--- src/rtl/sap_controller_sequencer_if.sv ---
// SAP-1 controller bundle: run/opcode in, T-state and control word out.
// master = sequencer, slave = datapath side.
interface sap_controller_sequencer_if #(
  parameter int OpcodeWidth = 4
);
  logic                   run;
  logic [OpcodeWidth-1:0] opcode;
  logic [5:0]             tstate;
  logic                   halted;
  logic                   pc_inc;
  logic                   pc_en;
  logic                   mar_ld;
  logic                   rom_ce_bar;
  logic                   ir_ld;
  logic                   ir_en;
  logic                   a_ld;
  logic                   a_en;
  logic                   alu_sub;
  logic                   alu_en;
  logic                   b_ld;
  logic                   out_ld;

  modport master (
    input  run, opcode,
    output tstate, halted,
    output pc_inc, pc_en, mar_ld, rom_ce_bar,
    output ir_ld, ir_en, a_ld, a_en,
    output alu_sub, alu_en, b_ld, out_ld
  );

  modport slave (
    output run, opcode,
    input  tstate, halted,
    input  pc_inc, pc_en, mar_ld, rom_ce_bar,
    input  ir_ld, ir_en, a_ld, a_en,
    input  alu_sub, alu_en, b_ld, out_ld
  );
endinterface

--- src/rtl/sap_controller_sequencer.sv ---
// SAP-1 controller-sequencer: one-hot T1..T6 ring counter
// decoding the IR opcode into the per-cycle control word.
module sap_controller_sequencer #(
  parameter int                   OpcodeWidth = 4,
  parameter logic                 RomCeLevel  = 1'b1,
  parameter logic [OpcodeWidth-1:0] OpLDA     = 'h0,
  parameter logic [OpcodeWidth-1:0] OpADD     = 'h1,
  parameter logic [OpcodeWidth-1:0] OpSUB     = 'h2,
  parameter logic [OpcodeWidth-1:0] OpOUT     = 'hE,
  parameter logic [OpcodeWidth-1:0] OpHLT     = 'hF
) (
  input logic clk,
  input logic rst,
  sap_controller_sequencer_if.master bus
);

  localparam logic [5:0] T1 = 6'b000001;
  localparam logic [5:0] T4 = 6'b001000;

  logic [5:0] tstate;
  logic       halted;
  logic       go;

  logic is_lda, is_add, is_sub, is_out, is_hlt;
  logic is_mem;

  logic pc_inc, pc_en, mar_ld, rom_oe;
  logic ir_ld, ir_en, a_ld, a_en;
  logic alu_sub, alu_en, b_ld, out_ld;

  assign go     = bus.run && !halted;
  assign is_lda = bus.opcode == OpLDA;
  assign is_add = bus.opcode == OpADD;
  assign is_sub = bus.opcode == OpSUB;
  assign is_out = bus.opcode == OpOUT;
  assign is_hlt = bus.opcode == OpHLT;
  assign is_mem = is_lda || is_add || is_sub;

  always_ff @(posedge clk) begin
    if (rst) begin
      tstate <= T1;
      halted <= 1'b0;
    end else if (go) begin
      if (tstate == T4 && is_hlt) begin
        halted <= 1'b1;
      end else begin
        tstate <= {tstate[4:0], tstate[5]};
      end
    end
  end

  always_comb begin
    pc_inc  = 1'b0;
    pc_en   = 1'b0;
    mar_ld  = 1'b0;
    rom_oe  = 1'b0;
    ir_ld   = 1'b0;
    ir_en   = 1'b0;
    a_ld    = 1'b0;
    a_en    = 1'b0;
    alu_sub = 1'b0;
    alu_en  = 1'b0;
    b_ld    = 1'b0;
    out_ld  = 1'b0;
    if (!rst && go) begin
      unique case (1'b1)
        tstate[0]: begin
          pc_en  = 1'b1;
          mar_ld = 1'b1;
        end
        tstate[1]: pc_inc = 1'b1;
        tstate[2]: begin
          rom_oe = 1'b1;
          ir_ld  = 1'b1;
        end
        tstate[3]: begin
          ir_en  = is_mem;
          mar_ld = is_mem;
          a_en   = is_out;
          out_ld = is_out;
        end
        tstate[4]: begin
          rom_oe = is_mem;
          a_ld   = is_lda;
          b_ld   = is_add || is_sub;
        end
        tstate[5]: begin
          alu_en  = is_add || is_sub;
          alu_sub = is_sub;
          a_ld    = is_add || is_sub;
        end
        default: ;
      endcase
    end
  end

  assign bus.tstate     = tstate;
  assign bus.halted     = halted;
  assign bus.pc_inc     = pc_inc;
  assign bus.pc_en      = pc_en;
  assign bus.mar_ld     = mar_ld;
  assign bus.rom_ce_bar = rom_oe ? RomCeLevel : ~RomCeLevel;
  assign bus.ir_ld      = ir_ld;
  assign bus.ir_en      = ir_en;
  assign bus.a_ld       = a_ld;
  assign bus.a_en       = a_en;
  assign bus.alu_sub    = alu_sub;
  assign bus.alu_en     = alu_en;
  assign bus.b_ld       = b_ld;
  assign bus.out_ld     = out_ld;

  one_bus_driver: assert property (@(posedge clk)
    $onehot0({pc_en, rom_oe, ir_en, a_en, alu_en}));

  sub_needs_alu: assert property (@(posedge clk)
    alu_sub |-> alu_en);

endmodule

--- src/flat_wrapper.sv ---
// flat-port wrapper written by rule: the top's interface ports become plain ports
module sap_controller_sequencer_flat 
#(
  parameter int                   OpcodeWidth = 4,
  parameter logic                 RomCeLevel  = 1'b1,
  parameter logic [OpcodeWidth-1:0] OpLDA     = 'h0,
  parameter logic [OpcodeWidth-1:0] OpADD     = 'h1,
  parameter logic [OpcodeWidth-1:0] OpSUB     = 'h2,
  parameter logic [OpcodeWidth-1:0] OpOUT     = 'hE,
  parameter logic [OpcodeWidth-1:0] OpHLT     = 'hF
)
  (clk, rst, bus_run, bus_opcode, bus_tstate, bus_halted, bus_pc_inc, bus_pc_en, bus_mar_ld, bus_rom_ce_bar, bus_ir_ld, bus_ir_en, bus_a_ld, bus_a_en, bus_alu_sub, bus_alu_en, bus_b_ld, bus_out_ld);
  sap_controller_sequencer_if #(.OpcodeWidth(OpcodeWidth)) bus_i ();
  input logic clk;
  input logic rst;
  input wire logic [$bits(bus_i.run)-1:0] bus_run;
  input wire logic [$bits(bus_i.opcode)-1:0] bus_opcode;
  output wire logic [$bits(bus_i.tstate)-1:0] bus_tstate;
  output wire logic [$bits(bus_i.halted)-1:0] bus_halted;
  output wire logic [$bits(bus_i.pc_inc)-1:0] bus_pc_inc;
  output wire logic [$bits(bus_i.pc_en)-1:0] bus_pc_en;
  output wire logic [$bits(bus_i.mar_ld)-1:0] bus_mar_ld;
  output wire logic [$bits(bus_i.rom_ce_bar)-1:0] bus_rom_ce_bar;
  output wire logic [$bits(bus_i.ir_ld)-1:0] bus_ir_ld;
  output wire logic [$bits(bus_i.ir_en)-1:0] bus_ir_en;
  output wire logic [$bits(bus_i.a_ld)-1:0] bus_a_ld;
  output wire logic [$bits(bus_i.a_en)-1:0] bus_a_en;
  output wire logic [$bits(bus_i.alu_sub)-1:0] bus_alu_sub;
  output wire logic [$bits(bus_i.alu_en)-1:0] bus_alu_en;
  output wire logic [$bits(bus_i.b_ld)-1:0] bus_b_ld;
  output wire logic [$bits(bus_i.out_ld)-1:0] bus_out_ld;
  assign bus_i.run = bus_run;
  assign bus_i.opcode = bus_opcode;
  assign bus_tstate = bus_i.tstate;
  assign bus_halted = bus_i.halted;
  assign bus_pc_inc = bus_i.pc_inc;
  assign bus_pc_en = bus_i.pc_en;
  assign bus_mar_ld = bus_i.mar_ld;
  assign bus_rom_ce_bar = bus_i.rom_ce_bar;
  assign bus_ir_ld = bus_i.ir_ld;
  assign bus_ir_en = bus_i.ir_en;
  assign bus_a_ld = bus_i.a_ld;
  assign bus_a_en = bus_i.a_en;
  assign bus_alu_sub = bus_i.alu_sub;
  assign bus_alu_en = bus_i.alu_en;
  assign bus_b_ld = bus_i.b_ld;
  assign bus_out_ld = bus_i.out_ld;
  sap_controller_sequencer #(.OpcodeWidth(OpcodeWidth), .RomCeLevel(RomCeLevel), .OpLDA(OpLDA), .OpADD(OpADD), .OpSUB(OpSUB), .OpOUT(OpOUT), .OpHLT(OpHLT)) u_core (.clk(clk), .rst(rst), .bus(bus_i));
endmodule
--- config.mk ---
export PLATFORM = sky130hd
export DESIGN_NAME = sap_controller_sequencer_flat
export DESIGN_NICKNAME = d
export VERILOG_FILES = /design/src/rtl/sap_controller_sequencer_if.sv /design/src/rtl/sap_controller_sequencer.sv /design/src/flat_wrapper.sv
export SDC_FILE = /design/constraint.sdc
export NUM_CORES = 1
export LEC_CHECK = 0
export CORE_AREA = 2 2 39 41
export CTS_BUF_LIST = sky130_fd_sc_hd__clkbuf_8
export DETAILED_ROUTE_END_ITERATION = 8
export DIE_AREA = 0 0 41 43
export GPL_ROUTABILITY_DRIVEN = 0
export PLACE_DENSITY = 0.82
export SLEW_MARGIN = 20
export SYNTH_ARGS = -nofsm -noshare
export SYNTH_HDL_FRONTEND = slang
export SYNTH_SLANG_ARGS = --single-unit
--- constraint.sdc ---
create_clock -name clk -period 1.7 [get_ports clk]
set_input_delay 0.34 -clock clk [delete_from_list [all_inputs] [get_ports clk]]
set_output_delay 0.34 -clock clk [all_outputs]
set_load 0.02 [all_outputs]
======== Yosys cells after proc, flatten, opt, wreduce, memory -nomap -nowiden ========
Cells that the tools add are included.
W data, S select, Z words.
storage, ports and cells
  output and inout bits ................... 19
  input bits .............................. 7
  bits in registers ....................... 7
  logic and storage cells ................. 42
operators by class
  bitwise gates (word level) .............. 1
  equality and inequality tests ........... 5
  reductions and logical operators ........ 11
  mux-type cells .......................... 23
operators by type and width
  operator              number
  $mux W1               20
  $eq A4 B4 Y1 const B  2
  $eq A6 B4 Y1 const B  1
  $pmux W1 S2           3
  $eq A4 B1 Y1 const B  1
  $eq A4 B2 Y1 const B  1
  $logic_not A4 Y1      1
  $reduce_and A2 Y1     2
  $logic_and A1 B1 Y1   3
  $logic_or A1 B1 Y1    3
  $logic_not A1 Y1      2
  $not A1 Y1            1

======== Depth between registers and ports, before layout ========
Gate-level depths: netlist of run 1.
  depth in word-level cells ............... 6
  gate-level depth with buffers ........... 5
  depth with buffers taken out ............ 3

======== Least setup slack after synthesis of run 1 ========
No wires, ideal clock.
  path kind ............................... flip-flop to output port
  from .................................... register u_core.halted, in the netlist u_core.bus.halted
  to ...................................... output bus_out_ld
  path slack .............................. -0.026 ns
  required time ........................... 1.360 ns
  cell stages (with the launch flop) ...... 6
  path buffers ............................ 2
  data arrival time ....................... 1.386 ns
  cells stage by stage .................... dfxtp_1 nand2b_4 buf_6 nor2_1 and4b_1 buf_4
between the ends
  longest elaborated chain between the ends .. 4
RTL lines
  what                    RTL line                        text
  from (decl)             sap_controller_sequencer.sv:21  logic halted;
  from (signal assigned)  sap_controller_sequencer.sv:42  halted <= 1'b0;
  from (signal assigned)  sap_controller_sequencer.sv:45  halted <= 1'b1;
  $logic_not A1 Y1        sap_controller_sequencer.sv:31  assign go = bus.run && !halted;
  $logic_and A1 B1 Y1     sap_controller_sequencer.sv:31
  $logic_and A1 B1 Y1     sap_controller_sequencer.sv:65  if (!rst && go) begin
  $mux W1                 n/a
  to (decl)               flat_wrapper.sv:31              output wire logic [$bits(bus_i.out_ld)-1:0] bus_out_ld;
Every way passes these cells.

======== Final worst setup path of run 1 ========
  from .................................... input bus_opcode[2]
  to ...................................... output bus_alu_sub
between the ends
  longest elaborated chain between the ends .. 3
RTL lines
  what          RTL line                        text
  from (decl)   flat_wrapper.sv:17              input wire logic [$bits(bus_i.opcode)-1:0] bus_opcode;
  $eq A4 B2 Y1  sap_controller_sequencer.sv:34  assign is_sub = bus.opcode == OpSUB;
  $mux W1       sap_controller_sequencer.sv:66  unique case (1'b1)
  $mux W1       sap_controller_sequencer.sv:65
  to (decl)     flat_wrapper.sv:28              output wire logic [$bits(bus_i.alu_sub)-1:0] bus_alu_sub;
Every way passes these cells.

==> impl_metrics.py, run 1 <==
metrics = {
    "run_status": {
        "status": "complete, but fails checks",
        "violations": "setup timing",
    },
    "synthesis": {
        "synth_cell_types": 25,
        "synth_area_per_cell_um2": 8.64,
        "synth_seq_cells": 7,
        "yosysTopAreaCell": "dfxtp_1",
        "syn-num-nets": 59,
        "synth_top_area_frac": 0.312,
        "syn-instance-count": 52,
        "syn_area_um2": 449,
        "synth_area_leaders": "dfxtp_1, nand2_1, and3_1",
        "yosysSeqAreaShare": 0.312,
        "yosysWarnings": 0,
    },
    "global_routing": {
        "grt_remaining_overflow": 0,
        "grt_pass1_vias": 509,
        "grt_usage": 0.174,
        "grt_pass1_wl_um": 2070,
        "grt_antenna_before_repair": 0,
        "grt_max_degree": 8,
    },
    "setup_path": {
        "worstPathRequired_ps": 1360,
        "crit_type": "input port to primary output",
        "path_cells": "clkdlybuf4s15_1 > nor4_4 > buf_4 > and4b_1 > buf_6",
        "critPathArrivalTime_ps": 1390,
        "critPathLaunch": "bus_opcode[2]",
        "critPathMaxFanout": 4,
        "crit_slowest_cell": "nor4_4",
        "end_kind": "primary output",
        "critPathLaunchType": "input port",
        "slowest_delay_ps": 340,
        "rr_startpoint": "u_core.bus.halted$_SDFFE_PP0P_",
    },
    "placed_design": {
        "port_buffers": 25,
        "post-dp-hpwl_um": 985,
        "place_ws_ps": -729,
    },
    "sta": {
        "fin_crit_sh": 1.02,
        "finalCriticalPeriod_ps": 1730,
        "clock.fmax_mhz": 577,
        "tns_ps": -34.1,
        "worst_clock_skew_ps": 2.03,
        "finalWorstSetupSlack_ps": -34.1,
        "final-setup-viol-count": 1,
        "worst_pin_slew_ps": 294,
        "finalHoldViolCount": 0,
        "slew_viol_final": 0,
        "maxSlewHeadroom": 0.803,
        "grt_setup_unrepaired": "yes",
    },
    "cells_and_area": {
        "drive_gt1_frac": 0.451,
        "layout_common_cells": "buf_4, nand2_1, buf_6, clkdlybuf4s50_1, dfxtp_1",
        "layout_commonest_cell": "buf_4",
        "antennaDiodeCount": 0,
        "syn_to_final_growth_pct": 87.5,
        "nNetsFinal": 99,
    },
    "clock_tree": {
        "path_clk_slew_ps": 40,
        "root_buffer": "clkbuf_8",
        "numCtsBuffers": 3,
        "cts_tree": "yes",
        "cts_buffer_depth": 2,
        "cts_htree_levels": 1,
        "worstSkewPairLatency_ps": 230,
        "clkSinkCount": 7,
        "cts-hold-fix-buffers": 0,
    },
    "route": {
        "vias": 551,
        "drtIter0Drc": 8,
        "wl_per_cell_um": 12.4,
        "first_pass_iters": 4,
        "avgViaCountPerCell": 5.15,
        "drt_wl_total_um": 1330,
        "drtAntennaViolNets": 0,
        "remaining_drc_errors": 0,
    },
    "floorplan": {
        "die_area_um2": 1760,
        "die_h_um": 43,
        "fp-row-count": 14,
        "pin_count": 26,
        "core_area_um2": 1380,
        "start_util": 0.325,
        "die_width_um": 41,
    },
    "power": {
        "p_per_area_nw_per_um2": 591,
        "leakage_nw": 0.395,
        "vdd_drop_max_v": 0.000467,
    },
    "flow_run": {
        "cap_violations": 0,
    },
    "worst_hold_path": {
        "hp-class": "flop to flop",
        "min_from": "u_core.bus.tstate[1]$_SDFFE_PP0P_",
    },
}
repair_timing:
action	in CTS	in global routing
endpoints found under the setup margin	12	12
gates resized for setup	68	15
buffers inserted	4	0
pin swaps	6	2
path summary, 6_finish.rpt:
path,end,slack (ps),cells after the start
max,bus_alu_sub,-30,5
min,u_core.bus.tstate[1]$_SDFFE_PP0P_,510,2
min reg2reg,u_core.bus.tstate[1]$_SDFFE_PP0P_,510,2
max reg2reg,u_core.bus.tstate[4]$_SDFFE_PP0P_,380,5
power by group:
part | switching, mW | leakage [nW] | internal [mW]
Combinational | 0.0471 | 0.311 | 0.0488
Sequential | 0.00685 | 0.0571 | 0.170
Clock | 0.0690 | 0.0269 | 0.156
Total | 0.123 | 0.395 | 0.375
per-stage QoR:
stage           util  power (mW)  hold slack [ps]  std cells  cell area, um^2
6_report       0.608       0.498              511        107              842
5_1_grt        0.608       0.518              525        107              842
4_1_cts        0.589       0.503              510        107              815
3_5_place_dp   0.552       0.273              504         99              764
3_3_place_gp   0.552       0.271              499         99              764
2_1_floorplan      -       0.221              529         52              450
cell usage after synthesis (all sizes together):
library cell  instances
mux2                  1
nor4                  1
a22oi                 1
and3                  4
nor3                  1
and4bb                1
and2b                 1
a21oi                 3
a31oi                 1
and3b                 1
dfxtp                 7
a41oi                 1
nand2                11
and2                  3
a32o                  2
nand3b                1
nand2b                1
nor2b                 1
and4b                 2
nand3                 1
buf                   3
nor2                  3
xor2                  1
logic make-up after synthesis:
group	after synthesis	synth area share
multiplexers	1	0.0334
XOR/XNOR	1	0.0195
AND/OR/NAND/NOR	32	0.454
buffers and inverters	3	0.0529
flip-flops	7	0.312
AO/OA/AOI/OAI	8	0.128
worst max-delay path: cells and delay by family:
family,cells,cell delay (ps)
AND/OR/NAND/NOR,2,550
buffers and inverters,3,510
metal layers:
layer  vias up  GRT usage  wire length, um
li1        269          -                -
met1       246      0.214              561
met2        30      0.250              620
met3         6     0.0366              119
met4         0      0.133               29
met5         -          0                0
flip-flops by register name, indices dropped and copies added, names as in the netlist:
signal / count
u_core.bus.tstate: 6
u_core.bus.halted: 1
final cells by class:
type / instances / area, um^2
sequential: 7 / 140
tap: 16 / 20.0
clock inverter: 1 / 3.75
timing repair buffer: 38 / 328
fill: 122 / 542
clock buffer: 3 / 41.3
multi-input combinational: 42 / 309
(Power assumes the default switching activity.)
==> inputs of run 2 (changes only) <==
Settings changed: CTS_CLUSTER_SIZE set to 20.
==> results of run 2 <==
Same layout as run 1: the final DEF is identical, and so are final timing and power.
==> inputs of run 3 (changes only) <==
Settings changed: SLEW_MARGIN 20 to not set.
Clock period 1.7 ns to 2.2 ns, I/O delays scaled along.
==> run 3 against run 2 <==
Compared with the run above: the run now ends clean; clock power down 23%; non-clock buffer count down 4; utilization down 4.7 points; clock-buffer cell count unchanged; largest power group unchanged.
==> impl_metrics.py, run 3 (synthesis results as in run 1) <==
metrics = {
    "run_status": {
        "status": "completed",
    },
    "setup_path": {
        "worstPathRequired_ps": 1760,
        "reg2reg_slack_ps": 960,
        "reg2reg_depth": 4,
        "critPathLaunchType": "input port",
        "critPathMaxFanout": 5,
        "rr_startpoint": "u_core.bus.halted$_SDFFE_PP0P_",
        "critPathArrivalTime_ps": 1720,
        "regToRegEndpoint": "u_core.bus.tstate[4]$_SDFFE_PP0P_",
        "crit_type": "input port to primary output",
        "end_kind": "primary output",
    },
    "sta": {
        "clock.fmax_mhz": 464,
        "slew_viol_final": 0,
        "finalCriticalPeriod_ps": 2160,
        "fin_crit_sh": 0.980,
        "tns_ps": 0,
        "grt_setup_unrepaired": "no",
        "worst_clock_skew_ps": 0.353,
        "worst_pin_slew_ps": 278,
        "finalHoldViolCount": 0,
        "final-setup-viol-count": 0,
        "maxSlewHeadroom": 0.813,
    },
    "worst_hold_path": {
        "min_to": "u_core.bus.tstate[2]$_SDFFE_PP0P_",
        "hold_depth": 2,
        "min_from": "u_core.bus.tstate[1]$_SDFFE_PP0P_",
        "hp-class": "flop to flop",
    },
    "floorplan": {
        "pin_count": 26,
        "fp-row-count": 14,
        "core_area_um2": 1380,
        "start_util": 0.325,
        "die_h_um": 43,
        "die_area_um2": 1760,
        "die_width_um": 41,
    },
    "route": {
        "drt_wl_total_um": 1310,
        "drtAntennaViolNets": 0,
        "first_pass_iters": 4,
        "drtIter0Drc": 6,
        "vias": 524,
        "avgViaCountPerCell": 5.09,
        "remaining_drc_errors": 0,
        "wl_per_cell_um": 12.8,
    },
    "global_routing": {
        "grt_antenna_before_repair": 0,
        "grt_pass1_vias": 506,
        "grt_usage": 0.166,
        "grt_pass1_wl_um": 1990,
        "grt_remaining_overflow": 0,
        "grt_max_degree": 8,
    },
    "cells_and_area": {
        "antennaDiodeCount": 0,
        "largest_reg_flops": 6,
        "syn_to_final_growth_pct": 73.0,
        "final_cells": 103,
        "drive_gt1_frac": 0.276,
        "reg_top3": "u_core.bus.tstate x6, u_core.bus.halted x1",
        "nNetsFinal": 95,
        "layout_commonest_cell": "nand2_1",
        "layout_common_cells": "nand2_1, clkdlybuf4s50_1, buf_4, dlygate4sd2_1, dfxtp_1",
        "top_register": "u_core.bus.tstate",
    },
    "clock_tree": {
        "path_clk_slew_ps": 40,
        "cts-hold-fix-buffers": 0,
        "numCtsBuffers": 3,
        "worstSkewPairLatency_ps": 220,
        "cts_buffer_depth": 2,
        "clkSinkCount": 7,
        "cts_tree": "yes",
        "cts_htree_levels": 1,
        "root_buffer": "clkbuf_8",
    },
    "power": {
        "leakage_nw": 0.378,
        "p_per_area_nw_per_um2": 491,
        "vdd_drop_max_v": 0.000347,
    },
    "flow_run": {
        "cap_violations": 0,
    },
    "placed_design": {
        "post-dp-hpwl_um": 1020,
        "place_inst": 98,
        "port_buffers": 25,
    },
}
run 3: changes by cell type in the layout (fill, tap and decap cells not counted), moves of 3 or more:
cell | previous run | this run
clkdlybuf4s50_1 | 7 | 10
buf_6 | 7 | 0
buf_4 | 17 | 10
dlygate4sd2_1 | 3 | 7
run 3: cell type report:
cell class / count / area, um^2
fillers: 127 / 607
multi-input cells: 42 / 293
repair buffers: 34 / 279
flip-flops and latches: 7 / 140
clock buffers: 3 / 41.3
well taps: 16 / 20.0
clock inverters: 1 / 3.75
run 3: worst max-delay path, cell delays in order:
cell and delay [ps]:
clkdlybuf4s50_1 540, buf_4 160, nand2_1 80, and3_1 180, dlygate4sd2_1 310
run 3: worst max-delay path by stage:
stage	startpoint	end	slack [ps]	cells past startpoint
3_3_place_gp	bus_run	bus_rom_ce_bar	-370	5
2_1_floorplan	u_core.bus.halted$_SDFFE_PP0P_	bus_out_ld	370	5
5_1_grt	bus_opcode[1]	bus_ir_en	10	5
6_report	bus_opcode[1]	bus_ir_en	40	5
4_1_cts	bus_opcode[1]	bus_a_ld	4	5
3_5_place_dp	bus_run	bus_alu_sub	-410	5
run 3: repair_timing:
item / CTS / global route
pin swaps: 1 / 0
endpoints found under the setup margin: 12 / 9
setup buffers: 1 / 0
endpoints found under the hold margin: 0 / 0
gates resized for setup: 25 / 9
run 3: routing by layer:
metal  track usage  wire length (um)  share of wire  vias to the layer above
li1              -                 -              -                      257
met1         0.178               529           0.40                      239
met2         0.266               613           0.47                       26
met3        0.0524               146           0.11                        2
met4         0.100                25          0.019                        0
met5             0                 0              0                        -
run 3: metrics by stage:
step / setup WS, ps / utilization / hold WS (ps) / total power [mW] / area, um^2
after detailed placement: -409 / 0.546 / 494 / 0.212 / 756
after CTS: 4.23 / 0.565 / 499 / 0.388 / 782
after global placement: -368 / 0.546 / 482 / 0.211 / 756
final: 44.6 / 0.561 / 492 / 0.382 / 777
after floorplan: 374 / - / 554 / 0.171 / 449
after global routing: 11.1 / 0.561 / 541 / 0.400 / 777
run 3: power breakdown:
part | switching [mW] | internal (mW) | total [mW]
Sequential | 0.00539 | 0.131 | 0.137
Combinational | 0.0354 | 0.0359 | 0.0712
Clock | 0.0534 | 0.120 | 0.174
Total | 0.0941 | 0.288 | 0.382
